$ cat config.mk
export PLATFORM = sky130hd
export DESIGN_NAME = count_check_event_slot
export DESIGN_NICKNAME = d
export VERILOG_FILES = /design/src/rtl/count_check_event_slot.sv
export SDC_FILE = /design/constraint.sdc
export NUM_CORES = 1
export LEC_CHECK = 0
export CAP_MARGIN = 20
export CELL_PAD_IN_SITES_DETAIL_PLACEMENT = 0
export CELL_PAD_IN_SITES_GLOBAL_PLACEMENT = 1
export CORE_MARGIN = 4
export CORE_UTILIZATION = 28
export CTS_CLUSTER_SIZE = 24
export DETAILED_ROUTE_END_ITERATION = 10
export GPL_TIMING_DRIVEN = 1
export PLACE_DENSITY_LB_ADDON = 0.1
export RECOVER_POWER = 25
export SYNTH_ARGS = -nofsm -noshare
export SYNTH_HDL_FRONTEND = slang
export SYNTH_SLANG_ARGS = --single-unit
$ cat constraint.sdc
create_clock -name clk -period 1 [get_ports clk]
set_input_delay 0.3 -clock clk [delete_from_list [all_inputs] [get_ports clk]]
set_output_delay 0.3 -clock clk [all_outputs]
set_load 0.01 [all_outputs]
$ cat src/rtl/count_check_event_slot.sv
// ============================================================================
// count_check_event_slot : one-entry valid/ready mismatch holder, sticky loss
// Revision 1.0
// ============================================================================
`default_nettype none

module count_check_event_slot #(
  parameter int WIDTH = 8
) (
  input  logic             clk,
  input  logic             reset,
  input  logic             clear,
  input  logic             load_i,
  input  logic [WIDTH-1:0] expected_i,
  input  logic [WIDTH-1:0] actual_i,
  input  logic             ready_i,
  output logic             valid_o,
  output logic [WIDTH-1:0] expected_o,
  output logic [WIDTH-1:0] actual_o,
  output logic             lost_o
);

  logic             valid_q, valid_d;
  logic [WIDTH-1:0] expected_q, expected_d;
  logic [WIDTH-1:0] actual_q, actual_d;
  logic             lost_q, lost_d;
  logic             accept;

  assign accept = valid_q & ready_i;

  always_comb begin
    valid_d    = valid_q;
    expected_d = expected_q;
    actual_d   = actual_q;
    lost_d     = lost_q;
    if (clear) begin
      valid_d    = 1'b0;
      expected_d = '0;
      actual_d   = '0;
      lost_d     = 1'b0;
    end else if (load_i) begin
      // An accept on this edge frees the slot for the incoming pair.
      if (!valid_q || accept) begin
        valid_d    = 1'b1;
        expected_d = expected_i;
        actual_d   = actual_i;
      end else begin
        lost_d = 1'b1;
      end
    end else if (accept) begin
      valid_d = 1'b0;
    end
  end

  always_ff @(posedge clk or posedge reset) begin
    if (reset) begin
      valid_q    <= 1'b0;
      expected_q <= '0;
      actual_q   <= '0;
      lost_q     <= 1'b0;
    end else begin
      valid_q    <= valid_d;
      expected_q <= expected_d;
      actual_q   <= actual_d;
      lost_q     <= lost_d;
    end
  end

  assign valid_o    = valid_q;
  assign expected_o = expected_q;
  assign actual_o   = actual_q;
  assign lost_o     = lost_q;

endmodule

`default_nettype wire

== Word level (Yosys, flattened, before mapping) ==
Cells that the tools add are included.

* Output and inout bits: 18
* Word-level logic and storage cells: 28
* Bits in registers: 18

* Bitwise logic cells: 1
* Muxes and demuxes: 13
* Reductions and logical operators: 8
* Equal/unequal tests: 2

{| class="wikitable"
|+ Operators with widths
! operator !! count
|-
| 8-bit 2-to-1 mux || 6
|-
| 1-bit 2-to-1 mux || 7
|-
| 2-bit AND reduction || 3
|-
| 2-bit nonzero test || 2
|-
| 3-bit by 2-bit inequality test with 1-bit output (second input constant) || 1
|-
| 3-bit nonzero test || 1
|-
| 2-bit inequality test (second input constant) || 1
|-
| 1-bit AND || 1
|-
| 1-bit logical NOT || 1
|-
| 1-bit logical OR || 1
|}

== Depth between registers and ports, before layout ==
Gate-level depths: netlist (run 1).

* Word-level depth: 5
* Mapped depth: 5
* Depth with buffers taken out: 3

== Worst setup path after synthesis (run 1) ==
Ideal clock, no wire load.

* Kind: reg2reg
* From: register valid_q (netlist: valid_o)
* To: register actual_q[3] (netlist: actual_o[3])
* Stages on the path, launching flop included: 6
* Arrival: 1.077 ns
* Period minus slack after synthesis: 1.157 ns
* Required time: 0.921 ns
* Slack: -0.157 ns
* Cells stage by stage: dfrtp_1 > nor2b_4 > nor2b_2 > buf_6 > buf_12 > mux2i_1

* Word-level cells in the longest chain between the ends: 4
* Elaborated cells on any way between the ends: 5
* Those cells by class: bitwise (1); reduce/logical (4)

{| class="wikitable"
|+ RTL lines
! item !! line !! source
|-
| start: declaration || 23 || <nowiki>logic valid_q, valid_d;</nowiki>
|-
| start signal: assignment || 62 || <nowiki>valid_q <= valid_d;</nowiki>
|-
| 1-bit AND or 1-bit logical NOT (tied branches) || 29, 43 ||
|-
| 1-bit logical OR * || 43 || <nowiki>if (!valid_q || accept) begin</nowiki>
|-
| 2-bit nonzero test (no line) * || -- ||
|-
| 2-bit AND reduction (no line) * || -- ||
|-
| end signal: assignment || 64 || <nowiki>actual_q <= actual_d;</nowiki>
|-
| end: declaration || 25 || <nowiki>logic [WIDTH-1:0] actual_q, actual_d;</nowiki>
|}

Mark *: on every way between the ends. The rest lies on a longest branch, timed or not.
A chain may end at the register's enable or synchronous reset.

== Worst setup path in the final report (run 1) ==
* From: input port load_i
* To: register expected_q[4] (netlist: expected_o[4])

* Word-level cells in the longest chain between the ends: 2

{| class="wikitable"
|+ RTL lines
! item !! line !! source
|-
| start: declaration || 13 || <nowiki>input logic load_i,</nowiki>
|-
| 2-bit nonzero test (no line) || -- ||
|-
| 2-bit AND reduction (no line) || -- ||
|-
| end signal: assignment || 63 || <nowiki>expected_q <= expected_d;</nowiki>
|-
| end: declaration || 24 || <nowiki>logic [WIDTH-1:0] expected_q, expected_d;</nowiki>
|}

Every way passes these cells.

==> run summary, run 1 <==
The vias per cell came out at 3.99. For the number of vias in the routed layout, the log shows 695. The sequential cell fraction of total power was 0.518. The first detailed-routing pass ran for 4 iterations. Top cell type's share of synthesized area: 0.503. Among all flip-flop cells after synthesis, the most frequent one is dfrtp_1.

The share of async-settable or async-resettable flops after synthesis is 1.00, and the largest stage delay on the critical path is 0.48 ns. After the first detailed-routing iteration, the DRC count stood at 8. The number of flops mapped to enable cells by yosys was 0. The clock reaches the later pin of the worst-skew pair after 0.29 ns. The switching portion of total power was 0.251.

The half-perimeter wire length of the detailed placement result is 1.36 mm. The ratio of cells with drive above 1 in the final layout was 0.315; the final design utilization was 0.462. The cell type with the highest aggregate area in the netlist is dfrtp_1. The final number of max-transition violations is 0, and the cell area reported after detailed placement is 1390 um^2.

The count of buffers inserted at the top-level ports was 38. At the worst endpoint, the arrival time is 1.36 ns. The number of nets handed over by synthesis was 99. Worst slew margin relative to its limit: 0.691. For the number of global-route vias before repair, the log shows 750. For the aggregate global-route resource usage, the log shows 0.109. STA classifies the critical path startpoint as an input pin. The TritonCTS buffer count was 3; the final worst-path cycle share was 1.15.

The clock-pin slew on the worst setup and hold paths was 0.10 ns. In this run the worst setup path begins at load_i. The tools report the post-route cell area as 1410 um^2. The tools report the footprint of the multi-input gates as 412 um^2. TritonCTS built the clock tree. The minimum period implied by the final worst setup slack is 1.15 ns. For the minimum hold slack, the log shows 0.533 ns. The logs give 0 for the residual DRC count and 0 for the total grt overflow. The min-delay analysis places its worst path in the category in2async. The cell sitting at the root of the clock tree is a clkbuf_4.

The layout-stage area growth over the synthesis result came out at 57.5%. The nature of the critical path endpoint is a flip-flop. The slowest cell on the critical path was clkdlybuf4s50_1.

Along the worst path, the maximum fanout reaches 8. In the post-synthesis netlist, the cell with the most instances is nand2b_1. Across the whole layout, storage elements account for 450 um^2.

Row generation in the floorplan step produced 20 rows. The setup path with the least slack is of type in2reg. Number of antenna violations at the first check in global routing: 0. Derived from the worst setup path, the maximum achievable clock frequency is 0.868 GHz.

The post-synthesis area per instance works out to 11.5 um^2. The checks that failed: setup timing. Across the VDD grid, the largest voltage drop is 0.469 mV. The pin count of the biggest net entering global routing is 35, and the final setup skew is 0.000597 ns.

The part of the power in combinational logic came out at 0.250. 39 I/O pins were placed. The commonest cells after synthesis are nand2b_1 (32), dfrtp_1 (18), mux2i_1 (16), clkbuf_1 (3), nor2_1 (3). The number of levels in the clock H-tree is 1, and the power density over cell area is 1090 nW/um^2. Setup repair after global routing could not meet its margin everywhere.

The internal cell power came out at 1.15 mW. The worst reg2reg path startpoint is valid_o. The clock tree buffer depth is 2, and the die area is 4170 um^2. The summed negative setup slack over all endpoints came out at -3.97 ns. Data on the critical path is required at its endpoint by 1.21 ns. The logs give 896 um^2 for the post-synthesis cell area and 0.648 for the final weighted congestion in routability-driven placement.

The critical path goes through clkdlybuf4s50_1 > nor2b_4 > buf_12 > mux2i_2. The detail route stage leaves a number of antenna-violating nets equal to 0. For the part of the total power dissipated in the clock network, the log shows 0.232. In this run the standard cell core region covers 3050 um^2. At the end of the flow, the number of nets in the layout was 153. The number of sinks handled by clock tree synthesis was 18; the number of instances in the synthesized netlist was 78.

Yosys attributes the largest share of cell area to dfrtp_1 (50%), nand2b_1 (22%), mux2i_1 (18%), buf_12 (2.2%), nor2b_4 (1.5%). The number of maximum-capacitance violations was 0; the die width was 64.6 um. Number of hold violations in the final report: 0.

Counting both buffers and inverters, the worst setup path holds a total of 2. Buffers inserted to repair hold after CTS numbered 0. The run finished, with violations left. 0 antenna diodes ended up in the layout. In this run the static leakage power is 0.698 nW. In this design, the largest share of critical-path delay is due to buffers and inverters.

At the pin with the least slew margin, the transition time is 0.463 ns. Summed over all layers, the routed wires come to 2.03 mm. Counting the fill cells in the layout gives 323. OpenSTA, run right after detailed placement, puts the worst setup slack at -0.514 ns. Counting cells, the worst reg-to-reg path comes to 4.

Dividing the detail-routed wire length by the instance count gives 11.7 um. The floorplan step set the die height to 64.6 um. The tools report the number of warnings printed during yosys synthesis as 0.

Setup violations remaining at the end of the flow were counted as 34. The first global-routing pass estimated 3.55 mm of wire. The setup slack of the critical path after layout is -0.152 ns, and the starting density of the core is 0.293.

The sequential element share of the synthesized area is 0.503. The total stage count of the critical path was 4; the number of unique standard cell types used by synthesis was 11. Counting flops and latches in the post-synthesis netlist gives 18. The tools report the switching power summed over all nets as 0.386 mW.
[cells in the final DEF, fill, tap and decap left out, types with 2 or more instances in the layout]
cell             synthesis  routed
clkbuf_4                 0       3
nor2b_4                  1       2
clkdlybuf4s50_1          0      18
nor2_1                   3       3
buf_6                    1       3
buf_4                    0      12
nand2b_1                32      32
buf_12                   1       2
dfrtp_1                 18      18
buf_2                    0      15
mux2i_1                 16      15
[per-layer routing]
layer / GRT usage / wire [um] / vias up
li1: - / - / 352
met5: 0 / 0 / -
met1: 0.134 / 949 / 314
met4: 0.0475 / 33 / 0
met2: 0.171 / 899 / 25
met3: 0.0381 / 146 / 4
[flip-flops by register name, indices dropped and copies added, names as in the netlist]
signal / count
lost_o: 1
valid_o: 1
expected_o: 8
actual_o: 8
[timing repair]
item,in CTS,in global routing
buffers inserted,4,3
gates cloned,1,0
setup endpoints to repair,34,35
gates resized for setup,75,6
[final cells by class]
type                       count  area share
multi-input combinational     54       0.292
sequential                    18       0.319
clock buffer                   3      0.0160
tap                           44      0.0390
inverter                       1     0.00266
timing repair buffer          54       0.332
[worst reg2reg max path, stage by stage, from the launching register on]
cell     delay (ns)
dfrtp_1        0.39
nor2b_4        0.14
nor2b_4        0.16
buf_12         0.16
mux2i_2        0.22
[metrics by stage]
step | power (mW) | cells
final | 1.54 | 174
after global routing | 1.64 | 174
after CTS | 1.56 | 171
after detailed placement | 1.20 | 163
after global placement | 1.20 | 163
after floorplan | 0.974 | 78
[final timing paths]
kind / to / slack, ns
worst min-delay path: actual_o[7] / 0.53
worst max register to register: expected_o[4] / -0.14
min in group clk: actual_o[1] / 0.54
worst max-delay path: expected_o[4] / -0.15
worst min register to register: actual_o[1] / 0.54
max in group asynchronous: actual_o[4] / 0.15
[cells by family after synthesis]
group | after synthesis | synth area share
flip-flops | 18 | 0.503
multiplexers | 16 | 0.179
buffers and inverters | 6 | 0.0517
AO/OA/AOI/OAI | 1 | 0.00558
AND/OR/NAND/NOR | 37 | 0.261
[power groups by stage]
stage	sequential [mW]	clock [mW]	combinational [mW]
finish	0.795	0.357	0.384
global route	0.801	0.418	0.421
CTS	0.795	0.387	0.383
detailed placement	0.811	0	0.392
global placement	0.810	0	0.390
floorplan	0.830	0	0.143
(Power assumes the default switching activity.)
==> run 2, diff against run 1 <==
--- a/config.mk
+++ b/config.mk
@@ -5,11 +5,13 @@
 export SDC_FILE = /design/constraint.sdc
 export NUM_CORES = 1
 export LEC_CHECK = 0
+export ABC_AREA = 1
 export CAP_MARGIN = 20
 export CELL_PAD_IN_SITES_DETAIL_PLACEMENT = 0
 export CELL_PAD_IN_SITES_GLOBAL_PLACEMENT = 1
 export CORE_MARGIN = 4
-export CORE_UTILIZATION = 28
+export CORE_UTILIZATION = 26
+export CTS_BUF_LIST = sky130_fd_sc_hd__clkbuf_8
 export CTS_CLUSTER_SIZE = 24
 export DETAILED_ROUTE_END_ITERATION = 10
 export GPL_TIMING_DRIVEN = 1
==> run summary, run 2 <==
The checks that failed: setup timing. The switching portion of total power was 0.265; the peak clock frequency supported by timing was 0.919 GHz. Using the TritonRoute via totals, the vias-per-cell ratio works out to 4.97.

In the post-synthesis netlist, the biggest area contributors are dfrtp_1 (57%), nand4_1 (13%), nand3_1 (11%), nand2_1 (7.6%), nand2_4 (2.8%). After detailed routing, the number of remaining DRC violations is 0. The number of cells traversed by the worst register-to-register path is 5. Dividing total power by cell area gives a power density of 1210 nW/um^2. The average routed wire per standard cell is 14.0 um, and the post-synthesis area per instance is 9.67 um^2.

Most used flip-flop cell after synthesis: dfrtp_1. Adding up every negative setup slack in the final design gives -1.71 ns. Kind of cell with the highest combined delay on the critical path: flip-flops.

The first routing iteration left 40 violations. The most common cell in the synthesized netlist is dfrtp_1. In this run the standard cell core region covers 2830 um^2.

Power comes to 1.71 mW. The detail route stage leaves a number of antenna-violating nets equal to 0. The run gives 0.130 as the aggregate global-route resource usage. The final number of max-transition violations was 0; the cell count after placement was 159. Number of flip-flops and latches in the synthesized netlist: 18. When the netlist entered floorplanning its net count stood at 103.

For the sequential element share of the synthesized area, the log shows 0.568. The critical path in this run is classified as reg2out. The first TritonRoute pass finished after 4 iterations. For the worst path arrival time, the log shows 0.79 ns. For the number of vias in the routed layout, the log shows 880. The tools report the switching power summed over all nets as 0.453 mW. The top cell type's share of synthesized area works out to 0.568. The library cell used as clock root buffer is clkbuf_8. The clock tree buffer depth was 2; the total buffers and inverters traversed by the critical path was 1. The basic-gate share of the synthesized area counting and, or, nand and nor cells works out to 0.338. The worst reg2reg path startpoint is valid_o. After the last flow step, the layout net total stands at 169. The Yosys step of the flow raised 0 warnings. The critical path goes through buf_2. Setup repair after global routing could not meet its margin everywhere.

Entering global routing, the biggest net connects 19 pins. Compared with the post-synthesis result, the final layout area differs by 77.9%. TritonCTS built the clock tree.

TritonCTS created 3 clock buffers. The final worst-path cycle share came out at 1.09. For the critical path data required time, the log shows 0.70 ns. The number of antenna violations at the first check in global routing came out at 0. Internal cell power: 1.26 mW. Measured along the x axis, the die boundary spans 63.2 um. At the pin with the least slew margin, the transition time is 0.483 ns. In this run the cell area of the synthesized design comes to 793 um^2. Counting every instance in the synthesized netlist gives 82. The largest total area in the synthesized netlist belongs to dfrtp_1. Part of the total power dissipated in the clock network: 0.299. The largest stage delay on the critical path was 0.39 ns; the number of sinks handled by clock tree synthesis was 18. The path class of the tightest hold or removal check is in2reg.

The sequential cells in the finished layout cover a total of 450 um^2. The die covers 4000 um^2. The first global-routing pass estimated 4.15 mm of wire. The worst setup path is captured at an output port. Adder-cell share of the synthesized area: 0. The commonest non-fill, non-tap cell in the layout was buf_4. The slowest cell on the critical path is dfrtp_1. The total grt overflow was 0.

After synthesis, the largest family of logic cells by area is simple AND/OR/NAND/NOR gates. The run gives 0.25 ns as the clock latency of the later-clocked register in the worst-skew pair. The most critical setup path has its startpoint at actual_o[7]. Sequential cell fraction of total power: 0.463. The xor/xnor share of the synthesized area is 0.

Startpoint kind of the worst setup timing path: a flip-flop. The logs give 0.00412 ns for the final setup skew and 0 for the number of antenna cells inserted. The tools report the setup slack of the critical path after layout as -0.0882 ns. The clock-pin slew on the worst setup and hold paths works out to 0.07 ns.

The critical path ends at actual_o[7]. Setup slack on the worst reg-to-reg path comes out at -0.05 ns. The minimum period implied by the final worst setup slack was 1.09 ns; the number of flops mapped to enable cells by yosys was 0.

In this run the critical register-to-register path is captured at expected_o[0]. The worst voltage drop across the vdd grid is 0.904 mV. The part of the power in combinational logic came out at 0.238. By count the netlist is led by dfrtp_1 (18), nand3_1 (17), nand2_1 (16), nand4_1 (16), buf_2 (4). The setup violation total in the final timing report was 34. The count of buffers inserted at the top-level ports came out at 38. For this design the static power due to leakage is 0.766 nW. Leaving out fill and tap cells, the most frequent cells in the layout are buf_4 (24), dfrtp_1 (18), buf_2 (18), nand3_1 (17). Max-cap violations in this run came to 0. Summed over all layers, the routed wires come to 2.48 mm. The mux share of post-synthesis cell area was 0; the number of top-level pins was 39. The wire-length estimate of the detail-placed layout is 1.62 mm. From bottom edge to top edge, the die measures 63.2 um.

The worst slew margin relative to its limit was 0.678. The run gives 838 as the number of global-route vias before repair. The tools report the final cell count without fillers as 177. Hold timing on the final database bottoms out at a slack of 0.468 ns.

The area fraction in compound gates after synthesis came out at 0.0126. For the number of hold violations in the final report, the log shows 0. The run finished, with violations left. The final weighted congestion in routability-driven placement is 0.746, and the footprint of the multi-input gates is 327 um^2. The worst-path maximum fanout was 2; the placement row count was 19. After filler insertion, the fill cell instance count of the layout stands at 285. The ratio of cells with drive above 1 in the final layout was 0.384; the starting density of the core was 0.280. Number of levels in the clock H-tree: 1. The total stage count of the critical path is 1. Share of async-settable or async-resettable flops after synthesis: 1.00. The number of unique standard cell types used by synthesis came out at 11.
==> run 2: power by group through the flow <==
stage	Combinational (mW)	Clock [mW]	Sequential [mW]
after global placement	0.383	0	0.809
after CTS	0.390	0.525	0.793
final	0.407	0.512	0.793
after detailed placement	0.385	0	0.809
after global routing	0.442	0.568	0.799
after floorplan	0.116	0	0.830
==> run 2: what timing repair did <==
action | 4_1_cts | 5_1_grt
pin swaps | 2 | 2
endpoints found under the setup margin | 36 | 35
buffers inserted | 6 | 6
gates cloned | 2 | 1
hold endpoints to repair | 0 | 0
resized for setup | 81 | 0
hold buffers | 0 | 0
==> run 2: cell type report <==
cell class	count	area share
inverter	4	0.0106
sequential	18	0.319
tap	31	0.0275
multi-input combinational	55	0.231
timing repair buffer	66	0.382
clock buffer	3	0.0293
==> run 2: logic make-up (layout without fill, tap and decap cells) <==
family	Yosys count	after routing
AND/OR/NAND/NOR	51	53
flip-flops	18	18
AO/OA/AOI/OAI	2	2
buffers and inverters	11	73
==> run 2: worst min path at each step <==
| stage | from | to | slack [ns] | cells after the start |
|---|---|---|---|---|
| finish | clear | valid_o | 0.47 | 3 |
| global route | clear | valid_o | 0.50 | 3 |
| CTS | reset | lost_o | 0.36 | 3 |
| detailed placement | expected_o[0] | expected_o[0] | 0.49 | 2 |
| global placement | expected_o[0] | expected_o[0] | 0.49 | 2 |
| floorplan | reset | actual_o[0] | 0.24 | 1 |
==> run 2: metal layers <==
| metal | vias up | routed length (um) | part of all wire | track usage |
|---|---|---|---|---|
| met5 | - | 0 | 0 | 0 |
| met4 | 0 | 17 | 0.0069 | 0.0243 |
| met3 | 2 | 162 | 0.065 | 0.0480 |
| met2 | 34 | 1180 | 0.48 | 0.200 |
| met1 | 422 | 1120 | 0.45 | 0.177 |
| li1 | 422 | - | - | - |
==> run 2: metrics by stage <==
stage	worst slack (ns)	area, um^2	util
3_3_place_gp	-0.353	1310	0.464
5_1_grt	-0.130	1410	0.499
2_1_floorplan	0.0140	793	-
6_report	-0.0882	1410	0.499
4_1_cts	-0.0963	1360	0.479
3_5_place_dp	-0.375	1310	0.464
==> run 3, diff against run 2 <==
--- a/config.mk
+++ b/config.mk
@@ -9,12 +9,10 @@
 export CAP_MARGIN = 20
 export CELL_PAD_IN_SITES_DETAIL_PLACEMENT = 0
 export CELL_PAD_IN_SITES_GLOBAL_PLACEMENT = 1
-export CORE_MARGIN = 4
 export CORE_UTILIZATION = 26
 export CTS_BUF_LIST = sky130_fd_sc_hd__clkbuf_8
 export CTS_CLUSTER_SIZE = 24
 export DETAILED_ROUTE_END_ITERATION = 10
-export GPL_TIMING_DRIVEN = 1
 export PLACE_DENSITY_LB_ADDON = 0.1
 export RECOVER_POWER = 25
 export SYNTH_ARGS = -nofsm -noshare
==> run summary, run 3 (synthesis gave the netlist of run 2 again) <==
The run finished, with violations left. The final reports fail on DRC, setup timing. The pin count of the biggest net entering global routing is 19, and the number of levels in the clock H-tree is 1.

The die is 57.2 um wide. Setup violations remaining at the end of the flow were counted as 25. Kind of cell with the highest combined delay on the critical path: flip-flops. The post-detailed-route count of antenna-violating nets came out at 0.

For this run the aggregate overflow at the end of global routing stands at 0. On the final layout, the worst clock skew is 0.00128 ns. STA classifies the critical path endpoint as an output port.

After clock tree synthesis, the clock-pin slew on the worst setup and hold paths is 0.07 ns. Pin placement for this block handled 39 I/O pins. The register-to-register setup slack was -0.03 ns; the actual transition at the worst max-transition pin was 0.481 ns. The minimum period implied by the final worst setup slack came out at 1.10 ns. The minimum hold slack is 0.451 ns.

The endpoint identified for the worst register-to-register timing path is expected_o[1]. The critical path data required time was 0.70 ns. The tools report the worst slew margin relative to its limit as 0.679. The worst setup path is of the reg2out kind.

The total length of routed wires came out at 2.46 mm. The startpoint kind of the worst setup timing path was a flip-flop. The starting density of the core is 0.280. The tools report the number of maximum-capacitance violations as 0.

The layout has 290 filler cells. The logs give 450 um^2 for the area taken by flip-flops and latches and 19 for the placement row count. On the worst path, the slowest cell contributes a delay of 0.40 ns. The setup slack of the critical path after layout is -0.0952 ns. The number of cells traversed by the worst register-to-register path is 5, and the ratio of cells with drive above 1 in the final layout is 0.394. The starting DRC count in detailed routing was 23.

In this run the tool buffered the top-level ports with 38 buffer cells. The total buffers and inverters traversed by the critical path was 1; the summed negative setup slack over all endpoints was -1.41 ns. The worst hold path belongs to the class in2async. Number of nets in the finished design: 165.

The logs give 0.25 ns for the clock latency of the later-clocked register in the worst-skew pair and 0 for the number of antenna cells inserted. The congestion estimate from routability-driven global placement came to 0.667. The top cell types in the final layout, fill and taps aside, are dfrtp_1 (18), buf_2 (18), clkdlybuf4s50_1 (17). For this design the ratio of total power to cell area is 1210 nW/um^2. The number of global-route vias before repair is 866, and the TritonCTS buffer count is 3.

The wire-length estimate of the detail-placed layout is 1.47 mm. No sink is reached through more buffers than the 2 on the longest clock path. In this run, post-CTS hold repair placed 0 buffers. The slowest cell on the critical path was dfrtp_1. The final worst-path cycle share was 1.10. Traced cell by cell, the critical path runs through buf_2.

The root buffer cell chosen for the clock tree is clkbuf_8. The power after layout is 1.72 mW, and the iteration count of the initial detailed-routing pass is 7. Number of sinks handled by clock tree synthesis: 18. TritonCTS built the clock tree. The worst voltage drop across the vdd grid came out at 0.537 mV. Setup repair after global routing could not meet its margin everywhere. Dividing the detail-routed via count by the number of cells gives 4.88. At the worst endpoint, the arrival time is 0.80 ns. The worst-path maximum fanout was 2.

In this run the static leakage power is 0.752 nW. The final design utilization is 0.501, and the number of vias in the routed layout is 845. The aggregate global-route resource usage was 0.158; the peak clock frequency supported by timing was 0.913 GHz. The global-route wire length before repair was 4.00 mm; the area of the core was 2830 um^2. For this run, design rule violations remaining after detail routing come to 6. After detailed routing, the average wire length per cell comes to 14.2 um. Worst reg2reg path startpoint: valid_o. The die covers 3280 um^2. The tools report the final number of max-transition violations as 0. Number of hold violations in the final report: 0.

In the final layout, the multi-input gates occupy 347 um^2. For the number of antenna violations at the first check in global routing, the log shows 0. The layout-stage area growth over the synthesis result works out to 78.5%. In this run the vertical extent of the chip is 57.2 um.
[run 3: metal layers]
layer | part of all wire | global-route usage | wire [um] | vias up
met5 | 0 | 0 | 0 | -
met4 | 0.013 | 0.0627 | 31 | 0
met3 | 0.062 | 0.0227 | 152 | 4
met2 | 0.48 | 0.267 | 1170 | 28
met1 | 0.45 | 0.203 | 1100 | 400
li1 | - | - | - | 413
[run 3: through the flow]
step                      worst slack, ns  std cells  cell area, um^2
final                             -0.0952        173             1420
after global routing               -0.117        173             1420
after CTS                          -0.101        169             1360
after detailed placement           -0.345        158             1310
after global placement             -0.335        158             1310
after floorplan                    0.0140         82              793
[run 3: cell type report]
type	count	share of cell area
multi-input cells	55	0.245
clock buffers	3	0.0292
flip-flops and latches	18	0.318
repair buffers	62	0.370
inverters	4	0.0106
well taps	31	0.0274
[run 3: how the worst max path moves through the flow]
stage	cells after the start	to	slack [ns]	startpoint
after global placement	6	expected_o[7]	-0.33	ready_i
after detailed placement	6	expected_o[0]	-0.34	ready_i
final	1	valid_o	-0.1	valid_o
after global routing	1	expected_o[6]	-0.12	expected_o[6]
after CTS	1	expected_o[0]	-0.10	expected_o[0]
after floorplan	5	actual_o[3]	0.01	valid_o
[run 3: what timing repair did]
item | 4_1_cts | 5_1_grt
buffers inserted | 5 | 3
resized for setup | 85 | 5
cloned | 3 | 1
setup endpoints to repair | 36 | 35
pin swaps | 0 | 17
[run 3: power by group]
part | internal (mW) | leakage [nW] | switching [mW]
logic | 0.217 | 0.490 | 0.190
registers | 0.771 | 0.240 | 0.0223
clock network | 0.268 | 0.0216 | 0.248
total | 1.26 | 0.752 | 0.460
